### src/rtl/round_sequencer_if.sv
// Signal bundle between the round sequencer, the game-state driver and the mole manager.
// Members carry i_/o_ prefixes as seen from the sequencer.
interface round_sequencer_if;
    logic       i_start;
    logic [7:0] i_btn;
    logic [3:0] i_mole_pos;
    logic       o_mgr_enable;
    logic [1:0] o_mgr_stage;
    logic [2:0] o_countdown_s;
    logic [5:0] o_time_left_s;
    logic [9:0] o_score;
    logic [7:0] o_miss_cnt;
    logic       o_game_over;

    modport master (
        output i_start, i_btn, i_mole_pos,
        input  o_mgr_enable, o_mgr_stage, o_countdown_s, o_time_left_s,
               o_score, o_miss_cnt, o_game_over
    );

    modport slave (
        input  i_start, i_btn, i_mole_pos,
        output o_mgr_enable, o_mgr_stage, o_countdown_s, o_time_left_s,
               o_score, o_miss_cnt, o_game_over
    );
endinterface

### src/rtl/round_sequencer.sv
// Game-flow controller: countdown, three timed difficulty stages, hit/miss judging
// against the shown mole, and saturating score/miss counters.
module round_sequencer #(
    parameter int TICK_DIV    = 1000,
    parameter int MS_PER_S    = 1000,
    parameter int COUNTDOWN_S = 3,
    parameter int STAGE_S     = 20
) (
    input logic              clk_1mhz,
    input logic              rst,
    round_sequencer_if.slave bus
);

    localparam int TW = (TICK_DIV > 1) ? $clog2(TICK_DIV) : 1;
    localparam int MW = (MS_PER_S > 1) ? $clog2(MS_PER_S) : 1;
    localparam logic [TW-1:0] TICK_MAX = TW'(TICK_DIV - 1);
    localparam logic [MW-1:0] MS_MAX   = MW'(MS_PER_S - 1);

    localparam logic [1:0] S_IDLE  = 2'd0;
    localparam logic [1:0] S_COUNT = 2'd1;
    localparam logic [1:0] S_PLAY  = 2'd2;
    localparam logic [1:0] S_OVER  = 2'd3;

    logic [1:0]    r_state;
    logic [TW-1:0] r_tick_cnt;
    logic [MW-1:0] r_ms_cnt;
    logic          r_mgr_enable;
    logic [1:0]    r_mgr_stage;
    logic [2:0]    r_countdown;
    logic [5:0]    r_time_left;
    logic [9:0]    r_score;
    logic [7:0]    r_miss;
    logic          r_game_over;
    logic          r_hit_lock;
    logic [3:0]    r_mole_q;

    logic       w_running;
    logic       w_tick;
    logic       w_sec;
    logic       w_begin;
    logic       w_cd_done;
    logic       w_stage_end;
    logic       w_game_end;
    logic       w_clear;
    logic       w_mole_valid;
    logic [2:0] w_idx;
    logic       w_lock_eff;
    logic       w_judge;
    logic       w_hit;
    logic       w_miss;

    assign w_running   = (r_state == S_COUNT) || (r_state == S_PLAY);
    assign w_tick      = w_running && (r_tick_cnt == TICK_MAX);
    assign w_sec       = w_tick && (r_ms_cnt == MS_MAX);
    assign w_begin     = bus.i_start && ((r_state == S_IDLE) || (r_state == S_OVER));
    assign w_cd_done   = (r_state == S_COUNT) && w_sec && (r_countdown == 3'd1);
    assign w_stage_end = (r_state == S_PLAY) && w_sec && (r_time_left == 6'd1);
    assign w_game_end  = w_stage_end && (r_mgr_stage == 2'd3);
    assign w_clear     = w_begin || w_cd_done || w_stage_end;

    // Mole 8 wraps to index 7 through the 3-bit subtraction.
    assign w_mole_valid = (bus.i_mole_pos != 4'd0) && (bus.i_mole_pos <= 4'd8);
    assign w_idx        = bus.i_mole_pos[2:0] - 3'd1;
    assign w_lock_eff   = r_hit_lock && (bus.i_mole_pos == r_mole_q);
    assign w_judge      = (r_state == S_PLAY) && (bus.i_btn != 8'd0) && !w_game_end;
    assign w_hit        = w_judge && w_mole_valid && bus.i_btn[w_idx] && !w_lock_eff;
    assign w_miss       = w_judge && !w_hit;

    always_ff @(posedge clk_1mhz or posedge rst) begin
        if (rst) begin
            r_tick_cnt <= '0;
            r_ms_cnt   <= '0;
        end else if (!w_running || w_clear) begin
            r_tick_cnt <= '0;
            r_ms_cnt   <= '0;
        end else if (w_tick) begin
            r_tick_cnt <= '0;
            r_ms_cnt   <= (r_ms_cnt == MS_MAX) ? '0 : r_ms_cnt + 1'b1;
        end else begin
            r_tick_cnt <= r_tick_cnt + 1'b1;
        end
    end

    // Enable drops for the single cycle after a stage change, then PLAY restores it.
    always_ff @(posedge clk_1mhz or posedge rst) begin
        if (rst) begin
            r_state      <= S_IDLE;
            r_mgr_enable <= 1'b0;
            r_mgr_stage  <= 2'd0;
            r_countdown  <= 3'd0;
            r_time_left  <= 6'd0;
            r_game_over  <= 1'b0;
        end else begin
            case (r_state)
                S_IDLE, S_OVER: begin
                    if (bus.i_start) begin
                        r_state     <= S_COUNT;
                        r_countdown <= 3'(COUNTDOWN_S);
                        r_game_over <= 1'b0;
                    end
                end
                S_COUNT: begin
                    if (w_cd_done) begin
                        r_state      <= S_PLAY;
                        r_countdown  <= 3'd0;
                        r_mgr_stage  <= 2'd1;
                        r_time_left  <= 6'(STAGE_S);
                        r_mgr_enable <= 1'b1;
                    end else if (w_sec) begin
                        r_countdown <= r_countdown - 3'd1;
                    end
                end
                default: begin
                    r_mgr_enable <= 1'b1;
                    if (w_game_end) begin
                        r_state      <= S_OVER;
                        r_mgr_enable <= 1'b0;
                        r_mgr_stage  <= 2'd0;
                        r_time_left  <= 6'd0;
                        r_game_over  <= 1'b1;
                    end else if (w_stage_end) begin
                        r_mgr_stage  <= r_mgr_stage + 2'd1;
                        r_time_left  <= 6'(STAGE_S);
                        r_mgr_enable <= 1'b0;
                    end else if (w_sec) begin
                        r_time_left <= r_time_left - 6'd1;
                    end
                end
            endcase
        end
    end

    // A mole may be hit once per appearance; a new position or a new stage re-arms it.
    always_ff @(posedge clk_1mhz or posedge rst) begin
        if (rst) begin
            r_score    <= 10'd0;
            r_miss     <= 8'd0;
            r_hit_lock <= 1'b0;
            r_mole_q   <= 4'd0;
        end else begin
            r_mole_q <= bus.i_mole_pos;
            if (w_begin) begin
                r_score <= 10'd0;
                r_miss  <= 8'd0;
            end else begin
                if (w_hit && (r_score != 10'd999)) r_score <= r_score + 10'd1;
                if (w_miss && (r_miss != 8'd255))  r_miss  <= r_miss + 8'd1;
            end
            if ((r_state != S_PLAY) || w_stage_end) r_hit_lock <= 1'b0;
            else if (w_hit)                         r_hit_lock <= 1'b1;
            else                                    r_hit_lock <= w_lock_eff;
        end
    end

    assign bus.o_mgr_enable  = r_mgr_enable;
    assign bus.o_mgr_stage   = r_mgr_stage;
    assign bus.o_countdown_s = r_countdown;
    assign bus.o_time_left_s = r_time_left;
    assign bus.o_score       = r_score;
    assign bus.o_miss_cnt    = r_miss;
    assign bus.o_game_over   = r_game_over;

endmodule

### src/flat_wrapper.sv
// flat-port wrapper written by rule: the top's interface ports become plain ports
module round_sequencer_flat 
#(
    parameter int TICK_DIV    = 1000,
    parameter int MS_PER_S    = 1000,
    parameter int COUNTDOWN_S = 3,
    parameter int STAGE_S     = 20
)
  (clk_1mhz, rst, bus_i_start, bus_i_btn, bus_i_mole_pos, bus_o_mgr_enable, bus_o_mgr_stage, bus_o_countdown_s, bus_o_time_left_s, bus_o_score, bus_o_miss_cnt, bus_o_game_over);
  round_sequencer_if bus_i ();
  input logic clk_1mhz;
  input logic rst;
  input wire logic [$bits(bus_i.i_start)-1:0] bus_i_start;
  input wire logic [$bits(bus_i.i_btn)-1:0] bus_i_btn;
  input wire logic [$bits(bus_i.i_mole_pos)-1:0] bus_i_mole_pos;
  output wire logic [$bits(bus_i.o_mgr_enable)-1:0] bus_o_mgr_enable;
  output wire logic [$bits(bus_i.o_mgr_stage)-1:0] bus_o_mgr_stage;
  output wire logic [$bits(bus_i.o_countdown_s)-1:0] bus_o_countdown_s;
  output wire logic [$bits(bus_i.o_time_left_s)-1:0] bus_o_time_left_s;
  output wire logic [$bits(bus_i.o_score)-1:0] bus_o_score;
  output wire logic [$bits(bus_i.o_miss_cnt)-1:0] bus_o_miss_cnt;
  output wire logic [$bits(bus_i.o_game_over)-1:0] bus_o_game_over;
  assign bus_i.i_start = bus_i_start;
  assign bus_i.i_btn = bus_i_btn;
  assign bus_i.i_mole_pos = bus_i_mole_pos;
  assign bus_o_mgr_enable = bus_i.o_mgr_enable;
  assign bus_o_mgr_stage = bus_i.o_mgr_stage;
  assign bus_o_countdown_s = bus_i.o_countdown_s;
  assign bus_o_time_left_s = bus_i.o_time_left_s;
  assign bus_o_score = bus_i.o_score;
  assign bus_o_miss_cnt = bus_i.o_miss_cnt;
  assign bus_o_game_over = bus_i.o_game_over;
  round_sequencer #(.TICK_DIV(TICK_DIV), .MS_PER_S(MS_PER_S), .COUNTDOWN_S(COUNTDOWN_S), .STAGE_S(STAGE_S)) u_core (.clk_1mhz(clk_1mhz), .rst(rst), .bus(bus_i));
endmodule
### config.mk
export PLATFORM = sky130hd
export DESIGN_NAME = round_sequencer_flat
export DESIGN_NICKNAME = d
export VERILOG_FILES = /design/src/rtl/round_sequencer_if.sv /design/src/rtl/round_sequencer.sv /design/src/flat_wrapper.sv
export SDC_FILE = /design/constraint.sdc
export NUM_CORES = 1
export LEC_CHECK = 0
export BUFFER_PORTS_ARGS = -buffer_cell sky130_fd_sc_hd__buf_4
export CAP_MARGIN = 20
export CORE_UTILIZATION = 59
export DETAILED_ROUTE_END_ITERATION = 16
export GPL_ROUTABILITY_DRIVEN = 0
export PLACE_DENSITY = 0.81
export SLEW_MARGIN = 30
export SYNTH_ARGS = -nofsm -noshare
export SYNTH_HDL_FRONTEND = slang
export SYNTH_SLANG_ARGS = --single-unit
### constraint.sdc
create_clock -name clk_1mhz -period 4.15 [get_ports clk_1mhz]
set_input_delay 0.415 -clock clk_1mhz [delete_from_list [all_inputs] [get_ports clk_1mhz]]
set_output_delay 0.415 -clock clk_1mhz [all_outputs]
set_load 0.02 [all_outputs]
== Yosys cells after proc, flatten, opt, wreduce, memory -nomap -nowiden ==
Cells that the tools add are included.
Storage, ports and cells
  flip-flop bits (word level): 58
  logic and storage cells: 122
Operators by class
  add/sub/neg operators: 8
  magnitude comparators: 2
  equal/unequal tests: 15
  multiplexer cells: 37
  bitwise gates (word level): 2
  reductions and logical operators: 46
Operators by type and width (number)
  $mux 10: 7
  $add 10x1->10 const B: 3
  $mux 6: 4
  $eq 10x10->1 const B: 2
  $logic_and 1x1->1: 18
  $mux 8: 2
  $reduce_and 3->1: 5
  $mux 2: 6
  $pmux 6 s2: 1
  $ne 10x10->1 const B: 1
  $reduce_bool 2->1: 5
  $mux 3: 3
  $add 8x1->8 const B: 1
  $mux 1: 8
  $ne 8x8->1 const B: 1
  $pmux 2 s2: 2
  $reduce_bool 4->1: 2
  $reduce_bool 8->1: 1
  $eq 2x2->1 const B: 3
  $eq 6x1->1 const B: 1
  $logic_or 1x1->1: 6
  $pmux 3 s2: 1
  $reduce_bool 3->1: 2
  $sub 3x1->3 const B: 2
  other kinds (17): 23

== Longest topological paths before layout ==
Gate-level depths: netlist of the first run.
  depth after elaboration: 17
  depth in mapped cells: 10
  depth with buffers taken out: 8

== Worst setup path after synthesis of the first run ==
Ideal clock, no wire load.
  path kind: input to register
  start: input port bus_i_mole_pos[0]
  end: register u_core.r_score[9], in the netlist u_core.bus.o_score[9]
  arrival time: 2296 ps
  data required time: 4072 ps
  slack: 1776 ps
  cell stages on the path: 8
  buffers on the path: 0
  cell sequence: inv_1 ha_1 mux4_1 nor2b_1 nor4_2 o2111ai_2 or4_1 a21oi_1
On the way
  longest elaborated chain between the ends: 7
  elaborated cells between the ends (all ways): 14
  classes of those cells: add/sub (1); order compare (1); eq/ne (1); mux (2); reduce/logical (9)
Ends and longest elaborated chain
  from (decl): RTL line flat_wrapper.sv:15  | input wire logic [$bits(bus_i.i_mole_pos)-1:0] bus_i_mole_pos;
  $sub 3x1->3 (tied with other cells): RTL line round_sequencer.sv:63  | assign w_idx = bus.i_mole_pos[2:0] - 3'd1;
  $bmux 1 s3 or $logic_and 1x1->1 (tied branches): RTL line round_sequencer.sv:66, round_sequencer.sv:62
  $mux 1 (implied by the code) or $logic_and 1x1->1 (tied branches): RTL line round_sequencer.sv:66  | assign w_hit = w_judge && w_mole_valid && bus.i_btn[w_idx] && !w_lock_eff;
  $logic_and 1x1->1: RTL line round_sequencer.sv:66
  $logic_and 1x1->1 *: RTL line round_sequencer.sv:66
  $logic_and 1x1->1 *: RTL line round_sequencer.sv:146  | if (w_hit && (r_score != 10'd999)) r_score <= r_score + 10'd1;
  $reduce_bool 2->1 (no source line) *
  to (signal assigned): RTL line round_sequencer.sv:146
  to (decl): RTL line round_sequencer.sv:31  | logic [9:0] r_score;
Mark *: on every way between the ends. The rest lies on a longest branch, timed or not. The select of a mux whose other input is x is not followed.
A chain may end at the register's enable or synchronous reset.

== Worst setup path in the final report of the first run ==
  start: register u_core.r_state[0]
  end: register u_core.r_score[9], in the netlist u_core.bus.o_score[9]
On the way
  longest elaborated chain between the ends: 14
  elaborated cells between the ends (all ways): 21
  classes of those cells: eq/ne (3); mux (1); reduce/logical (17)
Ends and longest elaborated chain
  from (decl): RTL line round_sequencer.sv:24  | logic [1:0] r_state;
  from (signal assigned): RTL line round_sequencer.sv:87  | r_state <= S_IDLE;
  from (signal assigned): RTL line round_sequencer.sv:97  | r_state <= S_COUNT;
  from (signal assigned): RTL line round_sequencer.sv:104  | r_state <= S_PLAY;
  $eq 2x1->1 or $eq 2x2->1 (tied branches): RTL line round_sequencer.sv:52, round_sequencer.sv:57, round_sequencer.sv:65
  $logic_or 1x1->1: RTL line round_sequencer.sv:52  | assign w_running = (r_state == S_COUNT) || (r_state == S_PLAY);
  $logic_and 1x1->1: RTL line round_sequencer.sv:53  | assign w_tick = w_running && (r_tick_cnt == TICK_MAX);
  $logic_and 1x1->1: RTL line round_sequencer.sv:54  | assign w_sec = w_tick && (r_ms_cnt == MS_MAX);
  $logic_and 1x1->1 (2 in series): RTL line round_sequencer.sv:57  | assign w_stage_end = (r_state == S_PLAY) && w_sec && (r_time_left == 6'd1);
  $logic_and 1x1->1: RTL line round_sequencer.sv:58  | assign w_game_end = w_stage_end && (r_mgr_stage == 2'd3);
  $logic_not 1->1: RTL line round_sequencer.sv:65  | assign w_judge = (r_state == S_PLAY) && (bus.i_btn != 8'd0) && !w_game_end;
  $logic_and 1x1->1: RTL line round_sequencer.sv:65
  $logic_and 1x1->1 (3 in series): RTL line round_sequencer.sv:66
  $logic_and 1x1->1: RTL line round_sequencer.sv:146
  $reduce_bool 2->1 (no source line)
Several ways; a longest one is shown, not always the timed one.

==> flow_summary_export.csv, run 1 <==
group,metric,value,unit
clock_tree,post-cts-setup-buffers,0,
logic_synthesis,syn_area,0.003304,sq mm
clock_tree,cts_buffers,9,
logic_synthesis,synth_cells,355,
logic_synthesis,synthAdderAreaFrac,0.05680,
clock_tree,cts_tree,"done",
logic_synthesis,syn_area_per_cell,9.308,sq um
power,p_leak,1.806,nW
global_routing,grt_pass1_wl,13170,microns
sta,rsz0062_at_grt,"no",
logic_synthesis,syn-num-nets,385,
setup_path,start_kind,"flop",
setup_path,endpoint,"u_core.bus.o_score[9]",
final_layout,n_antenna_cell,0,
global_routing,antenna_found_initial,0,
global_routing,grt_max_degree,38,
sta,finalHoldViolations,0,
setup_path,arrival,3.05,ns
sta,max-slew-margin-rel,0.5029,
logic_synthesis,synth_top_family_by_area,"simple AND/OR/NAND/NOR gates",
sta,drv_slew,0,
setup_path,worst-setup-path-type,"flop to flop",
sta,final.min_clock_period,2.786,ns
logic_synthesis,synth_flop_cell,"dfrtp_1",
drt,drt-initial-drc-count,254,
sta,holdWs,0.08505,ns
die,dieHeight,76.84,microns
final_layout,final_layout_size_suffix_gt1_frac,0.1630,
drt,via_count,2929,
final_layout,nFillCells,384,
drt,ant_nets,0,
sta,finClkSkew,0.01309,ns
setup_path,worstRegToRegCells,8,
die,coreArea,0.005238,sq mm
final_layout,synthToLayoutAreaGrowth,18.14,%
place,dpl.hpwl,5342,microns
sta,max_freq,0.3589,GHz
clock_tree,hold_buffers,0,
place,io_buffers,45,
drt,drt_wl_total,7613,microns
sta,setup_viol,0,
logic_synthesis,muxShareOfSynthArea,0.03105,
logic_synthesis,synth_edf_count,0,
logic_synthesis,yosysTopAreaCellShare,0.4392,
run_status,status,"finished clean",
setup_path,worst-r2r-setup-slack,1.36,ns
die,ios,46,
global_routing,grt_usage,0.2818,
setup_path,worstPathMaxFanout,18,
drt,dr.pass1.iters,5,
sta,setup_tns,0,ns
drt,drc,0,
die,fp.dieW,76.84,microns
logic_synthesis,ys_types,47,
clock_tree,clk_pin_slew,0.06,ns
place,pre_cts_slack,1.089,ns
logic_synthesis,yosys_warnings,0,
sta,layout_setup_ws,1.364,ns
run,maxCapViolations,0,
power,power_density,282.6,mW/mm^2
logic_synthesis,ys_ff_latch,58,
logic_synthesis,synth_compound_area_frac,0.1424,
logic_synthesis,synthTopCellsByArea,"dfrtp_1 (44%), ha_1 (5.7%), a21oi_1 (4.1%), nand2_1 (3.9%), o21ai_0 (3.8%)",
clock_tree,postCtsResizedCells,0,
sta,tightestPinTransition,0.7456,ns
setup_path,crit_start,"u_core.r_state[0]",
min_path,hold_class,"primary input to asynchronous set/reset pin",
die,rows,26,
drt,viasPerCell,6.089,
setup_path,r2r-start,"u_core.r_state[0]",
logic_synthesis,synth-xor-area-share,0.04771,
global_routing,grt_pass1_vias,2799,
die,initial_core_util,0.6309,
logic_synthesis,yosysTopAreaCell,"dfrtp_1",
final_layout,final_nets,436,
clock_tree,htreeDepth,3,
logic_synthesis,seq_area_frac_synth,0.4392,
drt,routedWlPerCell,15.83,microns
sta,fin_crit_sh,0.6714,
logic_synthesis,synth-simple-area-share,0.2586,
clock_tree,root_buffer,"clkbuf_8",
clock_tree,insertion_delay,0.34,ns
clock_tree,cts_sinks,58,
setup_path,cp_data_required_time,4.41,ns
global_routing,grt_overflow_total,0,
die,die_area,0.005904,sq mm
power,p_total,1.103,mW
clock_tree,clock_path_buffers,2,
setup_path,rr_endpoint,"u_core.bus.o_score[9]",
logic_synthesis,synthArstFlopShare,1.000,
power,ir_drop,198.6,uV
setup_path,end_kind,"flop",
[state kept, by name, indices dropped and copies added, names as in the netlist]
name and cells:
u_core.bus.o_score 10, u_core.r_ms_cnt 10, u_core.bus.o_countdown_s 3, u_core.bus.o_time_left_s 6, u_core.r_mole_q 4, u_core.bus.o_mgr_stage 2
u_core.r_tick_cnt 10, u_core.r_state 2, u_core.bus.o_game_over 1, u_core.bus.o_miss_cnt 8, u_core.r_hit_lock 1, u_core.bus.o_mgr_enable 1
[cell type report]
type                            count  area (sq um)  area share
Multi-Input combinational cell    276          1773      0.4542
Sequential cell                    58          1451      0.3718
Timing Repair Buffer               48         360.3     0.09231
Clock buffer                       14         172.7     0.04423
Tap cell                           70         87.58     0.02244
Inverter                           13         48.80     0.01250
Clock inverter                      2         10.01    0.002564
[cell usage after synthesis, types with 4 or more instances]
cell / instances
a21oi_1: 27
o31ai_1: 8
nand2_1: 34
nand3_1: 16
mux2i_1: 5
nand4_1: 11
or4_1: 10
ha_1: 15
clkbuf_1: 6
nor2b_1: 4
xnor2_1: 5
o21ai_0: 25
dfrtp_1: 58
inv_1: 13
nor2_1: 32
or3_1: 11
xor2_1: 13
nand2b_1: 4
and3_1: 15
[how the worst min path moves through the flow]
stage          cells past startpoint         startpoint                    end  slack (ns)
2_1_floorplan                      0  bus_i_mole_pos[0]     u_core.r_mole_q[0]        0.45
3_3_place_gp                       2                rst  u_core.bus.o_score[1]        0.46
3_5_place_dp                       2                rst  u_core.bus.o_score[1]        0.47
4_1_cts                            2                rst  u_core.bus.o_score[1]        0.10
5_1_grt                            2                rst  u_core.bus.o_score[1]        0.14
6_report                           2                rst  u_core.bus.o_score[1]        0.09
[logic make-up (layout without fill, tap and decap cells)]
kind of cell             count (synthesis)  in the layout
flip-flops                              58             58
AO/OA/AOI/OAI                           77             77
buffers and inverters                   21             77
AND/OR/NAND/NOR                        159            159
adder cells (fa/ha/maj)                 15             15
XOR/XNOR                                18             18
multiplexers                             7              7
[worst max-delay path: stages, from the launching register on]
cell	delay [ns]
dfrtp_1	0.38
inv_1	0.09
ha_1	0.44
nor4_1	0.09
buf_4	0.19
a41oi_1	0.31
o2111ai_2	0.46
or4_1	0.61
a21oi_1	0.15
[power breakdown]
| group | internal [mW] | switching (mW) | total (mW) |
|---|---|---|---|
| clock network | 0.264 | 0.219 | 0.483 |
| logic | 0.0205 | 0.0315 | 0.0520 |
| registers | 0.567 | 0.000848 | 0.568 |
| total | 0.852 | 0.251 | 1.10 |
[metal layers]
layer / part of all wire / routed length, microns / track usage / vias up
li1: - / - / - / 1411
met1: 0.45 / 3418 / 0.3733 / 1412
met2: 0.49 / 3725 / 0.4518 / 95
met3: 0.050 / 382 / 0.06310 / 11
met4: 0.011 / 87 / 0.1038 / 0
met5: 0 / 0 / 0 / -
[stage by stage]
stage	std cells	instance area, sq um	utilization
6_report	481	3904	0.7453
5_1_grt	481	3904	0.7453
4_1_cts	481	3904	0.7453
3_5_place_dp	465	3721	0.7105
3_3_place_gp	465	3721	0.7105
2_1_floorplan	355	3304	-
[cell usage in the layout (no fill, tap or decap), drive strengths merged, types with 3 or more instances in the layout]
cell,n
a21oi,27
and2,3
and3,15
and4,3
buf,48
clkbuf,14
dfrtp,58
ha,15
inv,13
mux2i,5
nand2,34
nand2b,4
nand3,16
nand4,11
nor2,32
nor2b,4
nor3,3
nor4,4
nor4bb,3
o21ai,25
o31ai,8
or3,11
or4,10
xnor2,5
xor2,13
Note: power is estimated with default switching activity, not from simulation.
==> inputs of run 2 (changes only) <==
CORE_UTILIZATION = 57   (was 59)
PLACE_DENSITY = 0.78   (was 0.81)
clock period = 2.85 ns   (was 4.15 ns; I/O delays follow)
==> run 2 against run 1 <==
  * Register-to-register slack got worse by 1.1 ns
  * Cell count rose by 1.5%
  * Combinational power rose by 50%
  * Sequential power rose by 46%
  * Critical path type unchanged
  * Largest cell class unchanged
  * Setup slack got worse by 1.1 ns
  * Flip-flop and latch count did not move
  * Sequential share of layout area fell by 0.23 points
  * Critical endpoint is now u_core.r_state[0]
==> flow_summary_export.csv, run 2 (synthesized netlist as in run 1, its figures left out) <==
group,metric,value,unit
run_status,status,"finished clean",
sta,max_freq,0.3848,GHz
global_routing,grt_pass1_vias,2686,
final_layout,final_cell_mix,"dfrtp_1 (58), buf_4 (52), nand2_1 (34)",
power,power_density,396.2,mW/mm^2
setup_path,worst-r2r-setup-slack,0.25,ns
drt,drt_wl_total,7363,microns
die,dieHeight,78.14,microns
global_routing,grt_pass1_wl,12560,microns
die,fp.dieW,78.14,microns
sta,drv_slew,0,
die,initial_core_util,0.5964,
drt,drt-initial-drc-count,193,
sta,holdWs,0.08938,ns
clock_tree,postCtsResizedCells,0,
final_layout,final_common_cell,"dfrtp_1",
sta,max-slew-margin-rel,0.5592,
setup_path,endpoint,"u_core.r_state[0]",
setup_path,r2r-start,"u_core.r_state[0]",
global_routing,grt_max_degree,21,
clock_tree,insertion_delay,0.34,ns
clock_tree,cts_tree,"done",
drt,viasPerCell,5.918,
final_layout,final_nets,441,
global_routing,antenna_found_initial,0,
sta,layout_setup_ws,0.2510,ns
power,p_leak,1.821,nW
drt,routedWlPerCell,15.09,microns
sta,rsz0062_at_grt,"no",
setup_path,worstPathMaxFanout,10,
clock_tree,hold_buffers,1,
final_layout,n_antenna_cell,0,
setup_path,start_kind,"flop",
clock_tree,clock_path_buffers,2,
clock_tree,cts_sinks,58,
setup_path,end_kind,"flop",
final_layout,final_layout_size_suffix_gt1_frac,0.1683,
place,pre_cts_slack,0.07008,ns
die,coreArea,0.005540,sq mm
setup_path,worstRegToRegCells,8,
setup_path,cp_data_required_time,3.05,ns
drt,ant_nets,0,
clock_tree,clk_pin_slew,0.06,ns
drt,drc,0,
final_layout,synthToLayoutAreaGrowth,18.86,%
drt,dr.pass1.iters,5,
setup_path,crit_start,"u_core.r_state[0]",
setup_path,rr_endpoint,"u_core.r_state[0]",
die,ios,46,
clock_tree,root_buffer,"clkbuf_8",
power,ir_drop,291.7,uV
place,dpl.hpwl,5341,microns
sta,finClkSkew,0.01251,ns
run,maxCapViolations,0,
sta,fin_crit_sh,0.9119,
setup_path,arrival,2.80,ns
setup_path,worst-setup-path-type,"flop to flop",
die,die_area,0.006106,sq mm
die,rows,27,
sta,tightestPinTransition,0.6446,ns
sta,setup_viol,0,
sta,setup_tns,0,ns
clock_tree,htreeDepth,3,
min_path,hold_start,"bus_i_mole_pos[1]",
sta,final.min_clock_period,2.599,ns
drt,via_count,2888,
clock_tree,cts_buffers,9,
min_path,hold_class,"primary input to flop",
clock_tree,post-cts-setup-buffers,0,
sta,finalHoldViolations,0,
place,io_buffers,45,
global_routing,grt_usage,0.2641,
global_routing,grt_overflow_total,0,
[run 2: changes by cell type in the layout (fill, tap and decap cells not counted)]
cell	before	now
dlygate4sd3_1	0	1
clkinv_2	2	3
clkbuf_8	12	10
clkbuf_1	2	3
buf_4	48	52
[run 2: critical path, cell delays in order (launching register included)]
cell and delay [ns]:
dfrtp_1 0.37, inv_1 0.09, ha_1 0.32, nor4_1 0.58, buf_4 0.29, nand4_1 0.22, a21oi_1 0.30, o21ai_0 0.16
mux2i_1 0.14
[run 2: final cells by class]
class / instances / area (sq um)
multi-input combinational: 276 / 1773
fill: 452 / 1613
sequential: 58 / 1451
timing repair buffer: 53 / 400.4
clock buffer: 13 / 148.9
tap: 72 / 90.09
inverter: 13 / 48.80
clock inverter: 3 / 15.01
[run 2: power by group]
| group | switching, mW | leakage (nW) | internal (mW) |
|---|---|---|---|
| Sequential | 0.00120 | 0.771 | 0.826 |
| Combinational | 0.0462 | 0.963 | 0.0317 |
| Clock | 0.315 | 0.0872 | 0.336 |
| Total | 0.363 | 1.82 | 1.19 |
[run 2: stage by stage]
step	utilization	instance area, sq um	cells	power (mW)
finish	0.7089	3928	488	1.556
global placement	0.6775	3754	471	0.9170
CTS	0.7089	3928	488	1.569
detailed placement	0.6775	3754	471	0.9196
global route	0.7089	3928	488	1.618
floorplan	-	3304	355	0.8854
[run 2: how the worst min path moves through the flow]
| stage | endpoint | depth (start not counted) |
|---|---|---|
| finish | u_core.r_mole_q[1] | 1 |
| global route | u_core.r_mole_q[1] | 1 |
| CTS | u_core.r_mole_q[1] | 1 |
| detailed placement | u_core.r_tick_cnt[0] | 2 |
| global placement | u_core.r_tick_cnt[3] | 2 |
| floorplan | u_core.r_mole_q[0] | 0 |
[run 2: layer usage]
metal / share of wire / track usage / vias to the layer above
li1: - / - / 1417
met3: 0.042 / 0.04651 / 11
met4: 0.015 / 0.09815 / 0
met2: 0.47 / 0.4035 / 74
met1: 0.48 / 0.3763 / 1386
met5: 0 / 0 / -
